$ cat config.mk
export PLATFORM = sky130hd
export DESIGN_NAME = axi_aw_arbiter
export DESIGN_NICKNAME = d
export VERILOG_FILES = /design/src/rtl/axi_aw_arbiter.sv
export SDC_FILE = /design/constraint.sdc
export NUM_CORES = 1
export LEC_CHECK = 0
export CAP_MARGIN = 20
export CORE_AREA = 3 3 150 152
export DETAILED_ROUTE_END_ITERATION = 8
export DIE_AREA = 0 0 153 155
export PLACE_DENSITY = 0.61
export SYNTH_ARGS = -nofsm -noshare
export SYNTH_HDL_FRONTEND = slang
export SYNTH_SLANG_ARGS = --single-unit
$ cat constraint.sdc
create_clock -name clk_i -period 3.7 [get_ports clk_i]
set_input_delay 0.74 -clock clk_i [delete_from_list [all_inputs] [get_ports clk_i]]
set_output_delay 0.74 -clock clk_i [all_outputs]
set_load 0.1 [all_outputs]
$ cat src/rtl/axi_aw_arbiter.sv
// rtl/axi_aw_arbiter.sv - round-robin AXI AW arbiter with W-route FIFO
// Optional outstanding-write cap enabled by defining AXI_AW_ARB_OUTSTANDING_LIMIT_EN.
module axi_aw_arbiter #(
  parameter int N_SLAVES        = 4,
  parameter int AW_WIDTH        = 75,
  parameter int WFIFO_DEPTH     = 4,
  parameter int MAX_OUTSTANDING = 8
) (
  input  logic                          clk_i,
  input  logic                          rst_ni,
  input  logic [N_SLAVES-1:0]           slave_valid_i,
  input  logic [N_SLAVES*AW_WIDTH-1:0]  slave_aw_i,
  output logic [N_SLAVES-1:0]           slave_ready_o,
  output logic                          master_valid_o,
  output logic [AW_WIDTH-1:0]           master_aw_o,
  input  logic                          master_ready_i,
  output logic [$clog2(N_SLAVES)-1:0]   w_sel_o,
  output logic                          w_sel_valid_o,
  input  logic                          w_sel_pop_i,
  input  logic                          b_done_i
);

  localparam int IDX_W = $clog2(N_SLAVES);
  localparam int PTR_W = $clog2(WFIFO_DEPTH);

  typedef enum logic {IDLE, LOCKED} state_e;

  state_e           state_q, state_d;
  logic [IDX_W-1:0] rr_q, rr_d, grant_q, grant_d;
  logic [IDX_W-1:0] mem_q [WFIFO_DEPTH];
  logic [IDX_W-1:0] mem_d [WFIFO_DEPTH];
  logic [PTR_W-1:0] wr_ptr_q, wr_ptr_d, rd_ptr_q, rd_ptr_d;
  logic [PTR_W:0]   occ_q, occ_d;
  logic [IDX_W:0]   cand;
  logic [IDX_W-1:0] winner, sel;
  logic             found, hs, push, pop, blocked, fifo_full, fifo_empty;

  assign fifo_full  = (occ_q == (PTR_W+1)'(WFIFO_DEPTH));
  assign fifo_empty = (occ_q == '0);

`ifdef AXI_AW_ARB_OUTSTANDING_LIMIT_EN
  localparam int CNT_W = $clog2(MAX_OUTSTANDING + 1);
  logic [CNT_W-1:0] count_q, count_d;
  logic             dec;

  always_comb begin
    dec     = b_done_i && (count_q != '0);
    count_d = count_q;
    if (hs && !dec)      count_d = count_q + CNT_W'(1);
    else if (!hs && dec) count_d = count_q - CNT_W'(1);
  end

  always_ff @(posedge clk_i or negedge rst_ni) begin
    if (!rst_ni) count_q <= '0;
    else         count_q <= count_d;
  end

  assign blocked = fifo_full || (count_q == CNT_W'(MAX_OUTSTANDING));
`else
  logic unused_b_done;
  assign unused_b_done = b_done_i;
  assign blocked       = fifo_full;
`endif

  // Rotating priority scan starting at rr_q.
  always_comb begin
    found  = 1'b0;
    winner = '0;
    cand   = '0;
    for (int i = 0; i < N_SLAVES; i++) begin
      cand = {1'b0, rr_q} + (IDX_W+1)'(i);
      if (cand >= (IDX_W+1)'(N_SLAVES)) cand = cand - (IDX_W+1)'(N_SLAVES);
      if (!found && slave_valid_i[cand[IDX_W-1:0]]) begin
        found  = 1'b1;
        winner = cand[IDX_W-1:0];
      end
    end
  end

  // Outputs are forced quiet while reset is asserted so no handshake can slip through.
  always_comb begin
    state_d        = state_q;
    grant_d        = grant_q;
    rr_d           = rr_q;
    sel            = grant_q;
    master_valid_o = 1'b0;
    slave_ready_o  = '0;
    hs             = 1'b0;
    if (rst_ni) begin
      case (state_q)
        IDLE: begin
          if (!blocked && found) begin
            sel                   = winner;
            master_valid_o        = 1'b1;
            slave_ready_o[winner] = master_ready_i;
            if (master_ready_i) begin
              hs = 1'b1;
            end else begin
              grant_d = winner;
              state_d = LOCKED;
            end
          end
        end
        LOCKED: begin
          master_valid_o         = slave_valid_i[grant_q];
          slave_ready_o[grant_q] = master_ready_i;
          if (slave_valid_i[grant_q] && master_ready_i) begin
            hs      = 1'b1;
            state_d = IDLE;
          end
        end
        default: state_d = IDLE;
      endcase
    end
    if (hs) rr_d = (sel == IDX_W'(N_SLAVES - 1)) ? '0 : sel + IDX_W'(1);
  end

  always_comb begin
    master_aw_o = '0;
    for (int k = 0; k < N_SLAVES; k++) begin
      if (sel == IDX_W'(k)) master_aw_o = slave_aw_i[k*AW_WIDTH +: AW_WIDTH];
    end
  end

  assign push = hs;
  assign pop  = w_sel_pop_i && !fifo_empty;

  always_comb begin
    mem_d    = mem_q;
    wr_ptr_d = wr_ptr_q;
    rd_ptr_d = rd_ptr_q;
    occ_d    = occ_q;
    if (push) begin
      mem_d[wr_ptr_q] = sel;
      wr_ptr_d        = wr_ptr_q + PTR_W'(1);
    end
    if (pop) rd_ptr_d = rd_ptr_q + PTR_W'(1);
    if (push && !pop)      occ_d = occ_q + (PTR_W+1)'(1);
    else if (!push && pop) occ_d = occ_q - (PTR_W+1)'(1);
  end

  assign w_sel_valid_o = !fifo_empty;
  assign w_sel_o       = fifo_empty ? '0 : mem_q[rd_ptr_q];

  always_ff @(posedge clk_i or negedge rst_ni) begin
    if (!rst_ni) begin
      state_q  <= IDLE;
      rr_q     <= '0;
      grant_q  <= '0;
      wr_ptr_q <= '0;
      rd_ptr_q <= '0;
      occ_q    <= '0;
      for (int k = 0; k < WFIFO_DEPTH; k++) mem_q[k] <= '0;
    end else begin
      state_q  <= state_d;
      rr_q     <= rr_d;
      grant_q  <= grant_d;
      wr_ptr_q <= wr_ptr_d;
      rd_ptr_q <= rd_ptr_d;
      occ_q    <= occ_d;
      mem_q    <= mem_d;
    end
  end

endmodule

==> flow_summary.ini, run 1 <==
[status]
outcome = complete, but fails checks
violations = negative setup slack

[floorplan]
initial_core_util_pct = 17.8
chipWidth_um = 153
die_h_um = 155
io_pins = 392
row_count = 53
core_um2 = 21200
dieArea_um2 = 23700

[cells_and_area]
final-seq-area_um2 = 500
fill_cells = 1886
syn2layout_area_growth_pct = 210
final_cell_mix = clkdlybuf4s50_1 (303), nand2_1 (142), a21oi_2 (140), buf_12 (109), nand3b_1 (76)
multi_input_area_um2 = 4590
utilization_pct = 55.3
nets = 1373
layout_commonest_cell = clkdlybuf4s50_1
drive_above_1_share_pct = 43.3

[hold_path]
whs_path_depth = 1
min_to = mem_q[1]$_DFFE_PN0P_
hp-start = mem_q[1]$_DFFE_PN0P_
min_path_type = reg2reg

[place]
gp_congestion = 0.849
dp_hpwl_mm = 20.1
numPortBuffers = 390

[cts]
cts_sinks = 20
clkTransAtPathRegs_ns = 0.06
cts_tree = done
clockBufferDepth = 2
htree_levels = 1
hold_buffers = 0
root_buffer = clkbuf_16
numCtsBuffers = 3
clkLatencyLatePin_ns = 0.26

[yosys]
synth_seq_cells = 20
ys_async_sr_fraction_pct = 100
ys.flop_type = dfrtp_1
syn_inst = 626
mappedNetlistArea_um2 = 3770
yosysSeqAreaShare_pct = 13.3
synth_nets = 945
synth.distinct_cells = 38
synth.yosys.warnings = 0
synth_edf_count = 0
synth.avg_cell_area_um2 = 6.02

[routing]
antenna_left = 0
drt_wl_total_mm = 26.8
avgViaCountPerCell = 4.77
first_pass_iters = 4
drtIter0Drc = 225
vias = 6349
drc = 0
drt-wirelength-per-cell_um = 20.1

[setup_path]
critPathLaunchType = input port
rr_endpoint = occ_q[1]$_DFFE_PN0P_
crit_arrival_ns = 3.04
critPathSlowestCell = mux2_4
worstPathCellList = buf_8 -> nor4_4 -> a21oi_2 -> and2_4 -> mux2_4 -> ha_4 -> buf_12 -> clkbuf_16 -> nand3b_1 -> a21oi_2 -> a21oi_2 -> o21ai_4 -> buf_12
required_ns = 2.96
crit_family = simple AND/OR/NAND/NOR gates
cpPeakStageDelay_ns = 0.34
cp.buffers_inverters = 4
cp_max_fo = 6
critPathKind = in2out
cpMostUsedCell = a21oi_2
r2r_setup_slack_ns = 1.39
r2r-start = grant_q[0]$_DFFE_PN0P_
cp-end-kind = output port
r2r_cells = 7

[global_route]
grt_max_degree = 35
antenna_found_initial = 8
grt.overflow.total = 0
grt_pass1_wl_mm = 37.4
track_usage_pct = 19.8
grt_pass1_vias = 6393

[timing]
setup_viol = 46
clock_skew_ns = 0.00253
hold_viol = 0
clock.fmax_mhz = 265
min_period_ns = 3.78
worst_slew_pin_slew_ns = 0.975
finalCritPeriodShare_pct = 102
maxSlewViolCount = 0
rsz0062_at_grt = yes
tns_ns = -0.938
slew_headroom_pct = 34.8
worst_slack_ns = -0.0789

[run]
max_cap_violations = 0
-- worst max path at each step --
stage | start | endpoint | cells past startpoint
after floorplan | slave_valid_i[0] | master_aw_o[45] | 12
after global routing | slave_valid_i[0] | master_aw_o[16] | 13
after global placement | slave_valid_i[0] | master_aw_o[1] | 14
after detailed placement | slave_valid_i[0] | master_aw_o[0] | 14
final | slave_valid_i[0] | master_aw_o[16] | 13
after CTS | slave_valid_i[0] | master_aw_o[16] | 13
-- cells in the mapped netlist (all sizes together), types with 3 or more instances --
| library cell | number | area share, % |
|---|---|---|
| nand2 | 163 | 16 |
| a21oi | 157 | 21 |
| o21ai | 78 | 10 |
| nand3b | 76 | 15 |
| clkbuf | 50 | 5.0 |
| dfrtp | 20 | 13 |
| mux2 | 15 | 4.7 |
| buf | 10 | 1.2 |
| ha | 9 | 3.0 |
| inv | 8 | 0.80 |
| nor2 | 4 | 0.40 |
| xnor2 | 4 | 0.93 |
| and2 | 3 | 0.56 |
| mux2i | 3 | 0.80 |
| nor2b | 3 | 0.50 |
-- worst register-to-register path: stages, from the launching register on --
cell	delay (ns)
dfrtp_1	0.52
mux2_2	0.38
a2bb2oi_1	0.23
a21oi_4	0.10
ha_1	0.23
inv_1	0.07
fa_1	0.40
mux2_2	0.27
-- registers in the layout, summed over array words and instances (netlist names) --
| signal | flops |
|---|---|
| rd_ptr_q | 2 |
| grant_q | 2 |
| wr_ptr_q | 2 |
| mem_q | 8 |
| rr_q | 2 |
| state_q | 1 |
| occ_q | 3 |
-- stage by stage --
stage | cell area (µm²) | cells | hold slack, ns | worst slack [ns]
floorplan | 5150 | 626 | 0.444 | -0.117
global route | 11700 | 1331 | 0.519 | -0.153
finish | 11700 | 1332 | 0.508 | -0.0789
global placement | 10400 | 1286 | 0.483 | -0.521
CTS | 11100 | 1315 | 0.510 | -0.0631
detailed placement | 10400 | 1286 | 0.493 | -0.532
-- kinds of logic after synthesis --
group / share of synthesized area, %
AND/OR/NAND/NOR: 34.6
AO/OA/AOI/OAI: 33.5
buffers and inverters: 7.00
multiplexers: 6.67
flip-flops: 13.3
adder cells (fa/ha/maj): 3.52
XOR/XNOR: 1.39
-- per-layer routing --
metal | routed length, µm | track usage, % | vias to the layer above | part of all wire [%]
met5 | 57 | 0 | - | 0.21
met4 | 520 | 4.20 | 10 | 1.9
met3 | 1670 | 4.70 | 36 | 6.2
met2 | 14000 | 37.3 | 233 | 52
met1 | 10500 | 22.8 | 3009 | 39
li1 | - | - | 3061 | -
-- what timing repair did --
action / 4_1_cts / 5_1_grt
gates resized for setup: 66 / 98
pin swaps: 39 / 92
setup buffers: 17 / 8
setup endpoints to repair: 75 / 75
cloned: 8 / 9
-- cell type report --
| class | instances | share of cell area (%) |
|---|---|---|
| Multi-Input combinational cell | 538 | 39.2 |
| Inverter | 8 | 0.299 |
| Clock inverter | 1 | 0.257 |
| Antenna cell | 4 | 0.0855 |
| Sequential cell | 20 | 4.28 |
| Tap cell | 275 | 2.94 |
| Clock buffer | 3 | 0.642 |
| Timing Repair Buffer | 483 | 52.3 |
Power of run 1 is left out: the tool's default activity adds up to more than one toggle a clock period on the data nets, which glitch-free logic cannot reach.
==> inputs of run 2 (changes only) <==
--- a/config.mk
+++ b/config.mk
@@ -7,9 +7,11 @@
 export LEC_CHECK = 0
 export CAP_MARGIN = 20
 export CORE_AREA = 3 3 150 152
+export CTS_CLUSTER_SIZE = 10
 export DETAILED_ROUTE_END_ITERATION = 8
 export DIE_AREA = 0 0 153 155
 export PLACE_DENSITY = 0.61
+export SLEW_MARGIN = 10
 export SYNTH_ARGS = -nofsm -noshare
 export SYNTH_HDL_FRONTEND = slang
 export SYNTH_SLANG_ARGS = --single-unit
==> results of run 2 <==
The final DEF is identical to that of run 1; final timing and power are the same.
Power of run 2 is left out for the same reason.
